## src/rtl/ssd_pkg.sv

```systemverilog
// Shared types and constants for the seven-segment scan multiplexer.
package ssd_pkg;

  localparam int unsigned NIBBLE_W   = 4;
  localparam int unsigned MAX_DIGITS = 32;

  typedef enum logic [1:0] {
    ST_OFF,
    ST_LOAD,
    ST_SHOW,
    ST_BLANK
  } ssd_state_e;

  // All anodes off (active low); callers truncate to their digit count.
  function automatic logic [MAX_DIGITS-1:0] anode_off();
    return '1;
  endfunction

endpackage

```

## src/rtl/ssd_refresh_prescaler.sv

```systemverilog
// Free-running 0..MAX-1 counter with synchronous clear and terminal-count pulse.
module ssd_refresh_prescaler #(
  parameter int unsigned MAX = 4
) (
  input  logic clk,
  input  logic rst,
  input  logic clr,
  input  logic run,
  output logic tc_c
);

  localparam int unsigned CW = (MAX > 1) ? $clog2(MAX) : 1;

  logic [CW-1:0] count;

  assign tc_c = run && (count == CW'(MAX - 1));

  always_ff @(posedge clk) begin
    if (rst || clr) begin
      count <= '0;
    end else if (run) begin
      count <= tc_c ? '0 : count + CW'(1);
    end
  end

endmodule

```

## src/rtl/ssd_scan_mux.sv

```systemverilog
// Time-multiplexes a NUM_DIGITS hex value onto one shared seven-segment decoder.
// Optional inter-digit ghost blanking is enabled by defining SSD_GHOST_BLANK_EN.
module ssd_scan_mux
  import ssd_pkg::*;
#(
  parameter int unsigned NUM_DIGITS   = 4,
  parameter int unsigned REFRESH_DIV  = 50000,
  parameter int unsigned BLANK_CYCLES = 16
) (
  input  logic                           clk,
  input  logic                           rst,
  input  logic                           en,
  input  logic [NIBBLE_W*NUM_DIGITS-1:0] value_in,
  output logic [NIBBLE_W-1:0]            cnt,
  output logic [NUM_DIGITS-1:0]          an,
  output logic                           frame_done
);

  localparam int unsigned IW = (NUM_DIGITS > 1) ? $clog2(NUM_DIGITS) : 1;
  localparam logic [IW-1:0] LAST_IDX = IW'(NUM_DIGITS - 1);
  localparam logic [NUM_DIGITS-1:0] ANODE_OFF = NUM_DIGITS'(anode_off());

  ssd_state_e                     state_q, state_d;
  logic [IW-1:0]                  idx_q, idx_d;
  logic [NIBBLE_W*NUM_DIGITS-1:0] shadow_q, shadow_d;
  logic [NIBBLE_W-1:0]            cnt_d;
  logic [NUM_DIGITS-1:0]          an_d;
  logic                           frame_done_d;
  logic                           refresh_tc;
  logic                           blank_tc;

  ssd_refresh_prescaler #(.MAX(REFRESH_DIV)) u_refresh (
    .clk  (clk),
    .rst  (rst),
    .clr  (state_q != ST_SHOW),
    .run  (state_q == ST_SHOW),
    .tc_c (refresh_tc)
  );

`ifdef SSD_GHOST_BLANK_EN
  ssd_refresh_prescaler #(.MAX(BLANK_CYCLES)) u_blank (
    .clk  (clk),
    .rst  (rst),
    .clr  (state_q != ST_BLANK),
    .run  (state_q == ST_BLANK),
    .tc_c (blank_tc)
  );
`else
  logic unused_blank;
  assign unused_blank = ^BLANK_CYCLES;
  assign blank_tc     = 1'b0;
`endif

  always_ff @(posedge clk) begin
    if (rst) begin
      state_q    <= ST_OFF;
      idx_q      <= '0;
      shadow_q   <= '0;
      an         <= ANODE_OFF;
      cnt        <= '0;
      frame_done <= 1'b0;
    end else begin
      state_q    <= state_d;
      idx_q      <= idx_d;
      shadow_q   <= shadow_d;
      an         <= an_d;
      cnt        <= cnt_d;
      frame_done <= frame_done_d;
    end
  end

  always_comb begin
    state_d      = state_q;
    idx_d        = idx_q;
    shadow_d     = shadow_q;
    frame_done_d = 1'b0;
    an_d         = ANODE_OFF;
    cnt_d        = cnt;

    case (state_q)
      ST_OFF: begin
        cnt_d = '0;
        if (en) state_d = ST_LOAD;
      end
      ST_LOAD: begin
        shadow_d     = value_in;
        idx_d        = '0;
        frame_done_d = 1'b1;
        state_d      = ST_SHOW;
      end
      ST_SHOW: begin
        an_d  = ~(NUM_DIGITS'(1) << idx_q);
        cnt_d = shadow_q[NIBBLE_W*idx_q +: NIBBLE_W];
        if (refresh_tc) begin
          if (idx_q == LAST_IDX) begin
            state_d = ST_LOAD;
          end else begin
`ifdef SSD_GHOST_BLANK_EN
            state_d = ST_BLANK;
`else
            idx_d   = idx_q + IW'(1);
`endif
          end
        end
      end
`ifdef SSD_GHOST_BLANK_EN
      ST_BLANK: begin
        if (blank_tc) begin
          idx_d   = idx_q + IW'(1);
          state_d = ST_SHOW;
        end
      end
`endif
      default: state_d = ST_OFF;
    endcase

    // Dropping enable abandons the frame without capturing or signalling.
    if (!en) begin
      state_d      = ST_OFF;
      idx_d        = '0;
      shadow_d     = shadow_q;
      frame_done_d = 1'b0;
    end
  end

endmodule

```

## config.mk

```make
export PLATFORM = sky130hd
export DESIGN_NAME = ssd_scan_mux
export DESIGN_NICKNAME = d
export VERILOG_FILES = /design/src/rtl/ssd_pkg.sv /design/src/rtl/ssd_refresh_prescaler.sv /design/src/rtl/ssd_scan_mux.sv
export SDC_FILE = /design/constraint.sdc
export NUM_CORES = 1
export LEC_CHECK = 0
export CAP_MARGIN = 20
export CORE_ASPECT_RATIO = 0.5
export CORE_MARGIN = 2
export CORE_UTILIZATION = 45
export DETAILED_ROUTE_END_ITERATION = 7
export PLACE_DENSITY = 0.71
export RECOVER_POWER = 50
export SLEW_MARGIN = 20
export SYNTH_ARGS = -nofsm -noshare
export SYNTH_HDL_FRONTEND = slang
export SYNTH_SLANG_ARGS = --single-unit
```

## constraint.sdc

```tcl
create_clock -name clk -period 1.8 [get_ports clk]
set_clock_uncertainty 0.05 [all_clocks]
set_input_delay 0.27 -clock clk [delete_from_list [all_inputs] [get_ports clk]]
set_output_delay 0.27 -clock clk [all_outputs]
set_load 0.005 [all_outputs]
```

[Word level (Yosys, flattened, before mapping)]
Index checks and enable logic that the tools add are counted.
Storage, ports and cells
  register bits after elaboration: 45
  input bits: 19
  output and inout port bits: 9
Operators by class
  $add $sub $neg: 2
  equality and inequality tests: 8
  shift operators: 2
  mux-type cells: 9
  bitwise logic cells: 3
  reduce and logical (&&, ||, !) cells: 10
Operator list (number)
  $add A16 B1 Y16 const B: 1
  $eq A16 B16 Y1 const B: 1
  $mux W16: 1
  $shiftx A16 B5 Y4: 1
  $mux W2: 4
  $ne A2 B2 Y1 const B: 4
  $pmux W4 S2: 1
  $pmux W2 S3: 1
  $eq A2 B2 Y1 const B: 2
  $not A4 Y4: 1
  $pmux W2 S2: 1
  $reduce_and A2 Y1: 2
  $reduce_bool A2 Y1: 2
  $reduce_or A2 Y1: 2
  $shl A1 B2 Y4 const A: 1
  $reduce_and A3 Y1: 1
  $add A2 B1 Y2 const B: 1
  $eq A2 B1 Y1 const B: 1
  $logic_not A2 Y1: 1
  $not A1 Y1: 2
  $logic_and A1 B1 Y1: 1
  $logic_or A1 B1 Y1: 1
  $mux W1: 1

[Longest topological paths before layout]
  word-level depth: 4
  mapped depth: 6

[By module]
Synthesis repeated with hierarchy kept, for this count alone.
Unflattened totals
  cell total of the unflattened synthesis: 212
  area, all modules: 2005.7 um^2
By module, submodules not included
  ssd_scan_mux: instances 1, cells each 126, area each 1161.1 um^2
  ssd_refresh_prescaler: instances 1, cells each 86, area each 844.6 um^2

[Worst setup path after synthesis]
No wires, ideal clock.
  kind: register to register
  start: register u_refresh.count[14]
  end: register u_refresh.count[11]
  setup time: 0.115 ns
  arrival: 1.532 ns
  data required time: 1.635 ns
  setup slack: 0.104 ns
  cell stages (with the launch flop): 6
  buffers on the path: 1
  cell sequence: dfxtp_1 or4bb_4 nor4_4 nand2b_4 buf_6 nor2_1
On the way
  cells in the longest elaborated chain, start to end: 3
Ends and longest elaborated chain
  from (decl): RTL line ssd_refresh_prescaler.sv:14  | logic [CW-1:0] count;
  from (signal assigned): RTL line ssd_refresh_prescaler.sv:22  | count <= tc_c ? '0 : count + CW'(1);
  $eq A16 B16 Y1: RTL line ssd_refresh_prescaler.sv:16  | assign tc_c = run && (count == CW'(MAX - 1));
  $logic_and A1 B1 Y1: RTL line ssd_refresh_prescaler.sv:16
  $mux W16: RTL line ssd_refresh_prescaler.sv:22
No other way between the ends.
A chain may end at the register's enable or synchronous reset.

[Final worst setup path]
  start: register u_refresh.count[10]
  end: register u_refresh.count[4]
Same word-level chain as after synthesis.

==> run metrics <==
status completed; relative slew slack 0.673; Port Buffer Count 27; max cap viols 0; hold_buf cts 0; Tot Pwr 1760 µW; Total GRT Usage 0.167; cell count after synthesis 211; Initial Util 0.483; CTS H-Tree Depth 2; DP Wirelength 2790 µm; Critical Path RT 1.94 ns; die width 96.8 µm; CP Data Arrival Time 1.90 ns; RePlAce Congestion 0.825; first-pass GRT wire length 6330 µm; fin area 2410 µm²; achievable frequency 0.569 GHz; Synthesized Nets 235; Inst Count DP 294; CTS clk-pin slew, worst paths 0.08 ns; layout cells sized above 1 0.141; DRC Markers 0; Post-DP Area 2310 µm²; clk sinks 45; Worst Tran Pin Value 0.487 ns; CP peak stage delay 0.57 ns; Routed Antenna Nets 0; RSZ-0062 raised after global routing yes; FILL cells 354; final slew viol count 0; Crit. End Element flop; worst hold-check path type flop to flop; cell family with most CP delay simple AND/OR/NAND/NOR gates; initial antenna violation count 0; area growth from synthesis to layout 24.7%; CP Max Fanout 8; Boundary Pins 28; mean area per synthesized cell 9.17 µm²; drt first-iter violations 44; internal power 1370 µW; WL per Instance 13.0 µm; combinational share of power 0.056; Die Height 50.4 µm; peak supply drop 0.450 mV; Ant. Diodes 0; final worst path period share 0.977; Cell variety after synth 41; Post-synth EDFFs 0; fin cells 302; root buf cell clkbuf_8; CTS Buf Count 5; grt peak-use layer met2; vias in the first global route 1470; Final Hold Slack 0.408 ns; Synth Cell Area 1940 µm²; register bit total from synthesis 45; drt first pass iters 4; crit path max-delay cell type or4b_4; met3 track utilization from global routing 0.0460; number of buffers on the longest clock path 2; largest net degree at the start of global routing 21; DR vias 1586; Rows 16; number of synthesis warnings 0; Sum Neg Setup Slack 0 ns; Vias/cell 5.25; Setup Buffers After CTS 0; CP Cell Sequence or4b_4, nor4_4, nand2b_4, nor2_1; pwr dens 729 nW/µm²; Setup-failing EPs final 0; DRT Wirelength 3940 µm; met2 GRT Util 0.293; Sw Ratio 0.220; P_leak 0.000843 µW; Clk pwr share 0.365; commonest register cell after synthesis dfxtp_1; switching power 387 µW; TritonCTS clock tree done; Tmin final 1.76 ns; Seq pwr share 0.579; Layout Nets 272; Synth async-reset ratio 0; GR Overflow Total 0; CP Class flop to flop; met1 Track Usage GR 0.188; core footprint 4000 µm²; clk_lat worst skew 0.30 ns; WP buf/inv 0; final hold viol count 0; crit path launch type flop; sequential-to-total area share from yosys stat 0.465; die area 4870 µm²
[cells by family after synthesis]
kind of cell | count (synthesis) | share of synthesized area
adder cells (fa/ha/maj) | 5 | 0.0323
buffers and inverters | 12 | 0.0278
AND/OR/NAND/NOR | 105 | 0.281
flip-flops | 45 | 0.465
XOR/XNOR | 11 | 0.0498
multiplexers | 7 | 0.0621
AO/OA/AOI/OAI | 26 | 0.0814
[worst min-delay path: stages, from the launching register on]
cell and delay (ns):
dfxtp_1 0.31, nand2_1 0.05, a21oi_1 0.05
[registers in the layout, indices dropped and copies added, names as in the netlist]
name             cells
an                   4
cnt                  4
frame_done           1
idx_q                2
shadow_q            16
state_q              2
u_refresh.count     16
[cell usage in the layout, fill, tap and decap left out, types with 4 or more instances in the layout]
master / synthesis / final
mux4_2: 4 / 4
a22o_1: 4 / 4
xnor2_1: 6 / 6
inv_1: 4 / 4
clkbuf_8: 0 / 6
xor2_1: 5 / 5
nand3_1: 5 / 5
ha_1: 5 / 4
clkdlybuf4s50_1: 0 / 27
dfxtp_1: 45 / 42
a21oi_1: 18 / 18
nand2_1: 46 / 46
buf_4: 0 / 10
nand4_1: 6 / 6
nor2_1: 19 / 18
[synth_stat cells (2+ instances only)]
master     n  area, µm²
nor4_1     2       12.5
ha_1       5       62.6
and4_1     2       17.5
xnor2_1    6       52.6
nor3_1     3       15.0
nand2b_1   3       18.8
nand3b_1   2       15.0
nand3_1    5       25.0
inv_1      4       15.0
clkbuf_1   6       22.5
nand2_1   46        173
a22o_1     4       35.0
mux4_2     4       90.1
xor2_1     5       43.8
mux2i_1    3       30.0
nor2_1    19       71.3
nand4_1    6       37.5
dfxtp_1   45        901
a21oi_1   18       90.1
and3_1     2       12.5
[final timing paths]
| path | slack [ns] | startpoint | end | depth (start not counted) |
|---|---|---|---|---|
| worst max register to register | 0.04 | u_refresh.count[10] | u_refresh.count[4] | 4 |
| worst min register to register | 0.41 | shadow_q[6] | shadow_q[6] | 2 |
| worst min-delay path | 0.41 | shadow_q[6] | shadow_q[6] | 2 |
| worst max-delay path | 0.04 | u_refresh.count[10] | u_refresh.count[4] | 4 |
[layout make-up]
cell class,count,area [µm²],area share
repair buffers,37,345,0.143
flip-flops and latches,45,905,0.375
clock buffers,7,86.3,0.0358
well taps,54,67.6,0.0280
inverters,4,15.0,0.00622
multi-input cells,155,995,0.412
[metal layers]
| layer | wire length (µm) | share of wire | up-vias |
|---|---|---|---|
| met2 | 1900 | 0.48 | 34 |
| li1 | - | - | 801 |
| met4 | 96 | 0.024 | 0 |
| met5 | 0 | 0 | - |
| met1 | 1780 | 0.45 | 741 |
| met3 | 167 | 0.042 | 10 |
[timing repair]
item                                   CTS  global route
setup endpoints to repair                0            15
gates resized for setup                  0             5
endpoints found under the hold margin    0             0
[power groups by stage]
stage               Sequential, µW  Clock [µW]  Combinational, µW
finish                        1020         642               98.2
floorplan                     1040           0               45.5
global route                  1020         687                108
global placement              1040           0               96.7
CTS                           1020         652               98.8
detailed placement            1040           0               98.5
[per-stage QoR]
| step | setup slack (ns) | utilization |
|---|---|---|
| global route | -0.00379 | 0.603 |
| floorplan | 0.104 | - |
| CTS | 0.0140 | 0.598 |
| detailed placement | 0.0292 | 0.577 |
| global placement | 0.0777 | 0.577 |
| finish | 0.0417 | 0.603 |
Power figures use the tool's default switching activity.
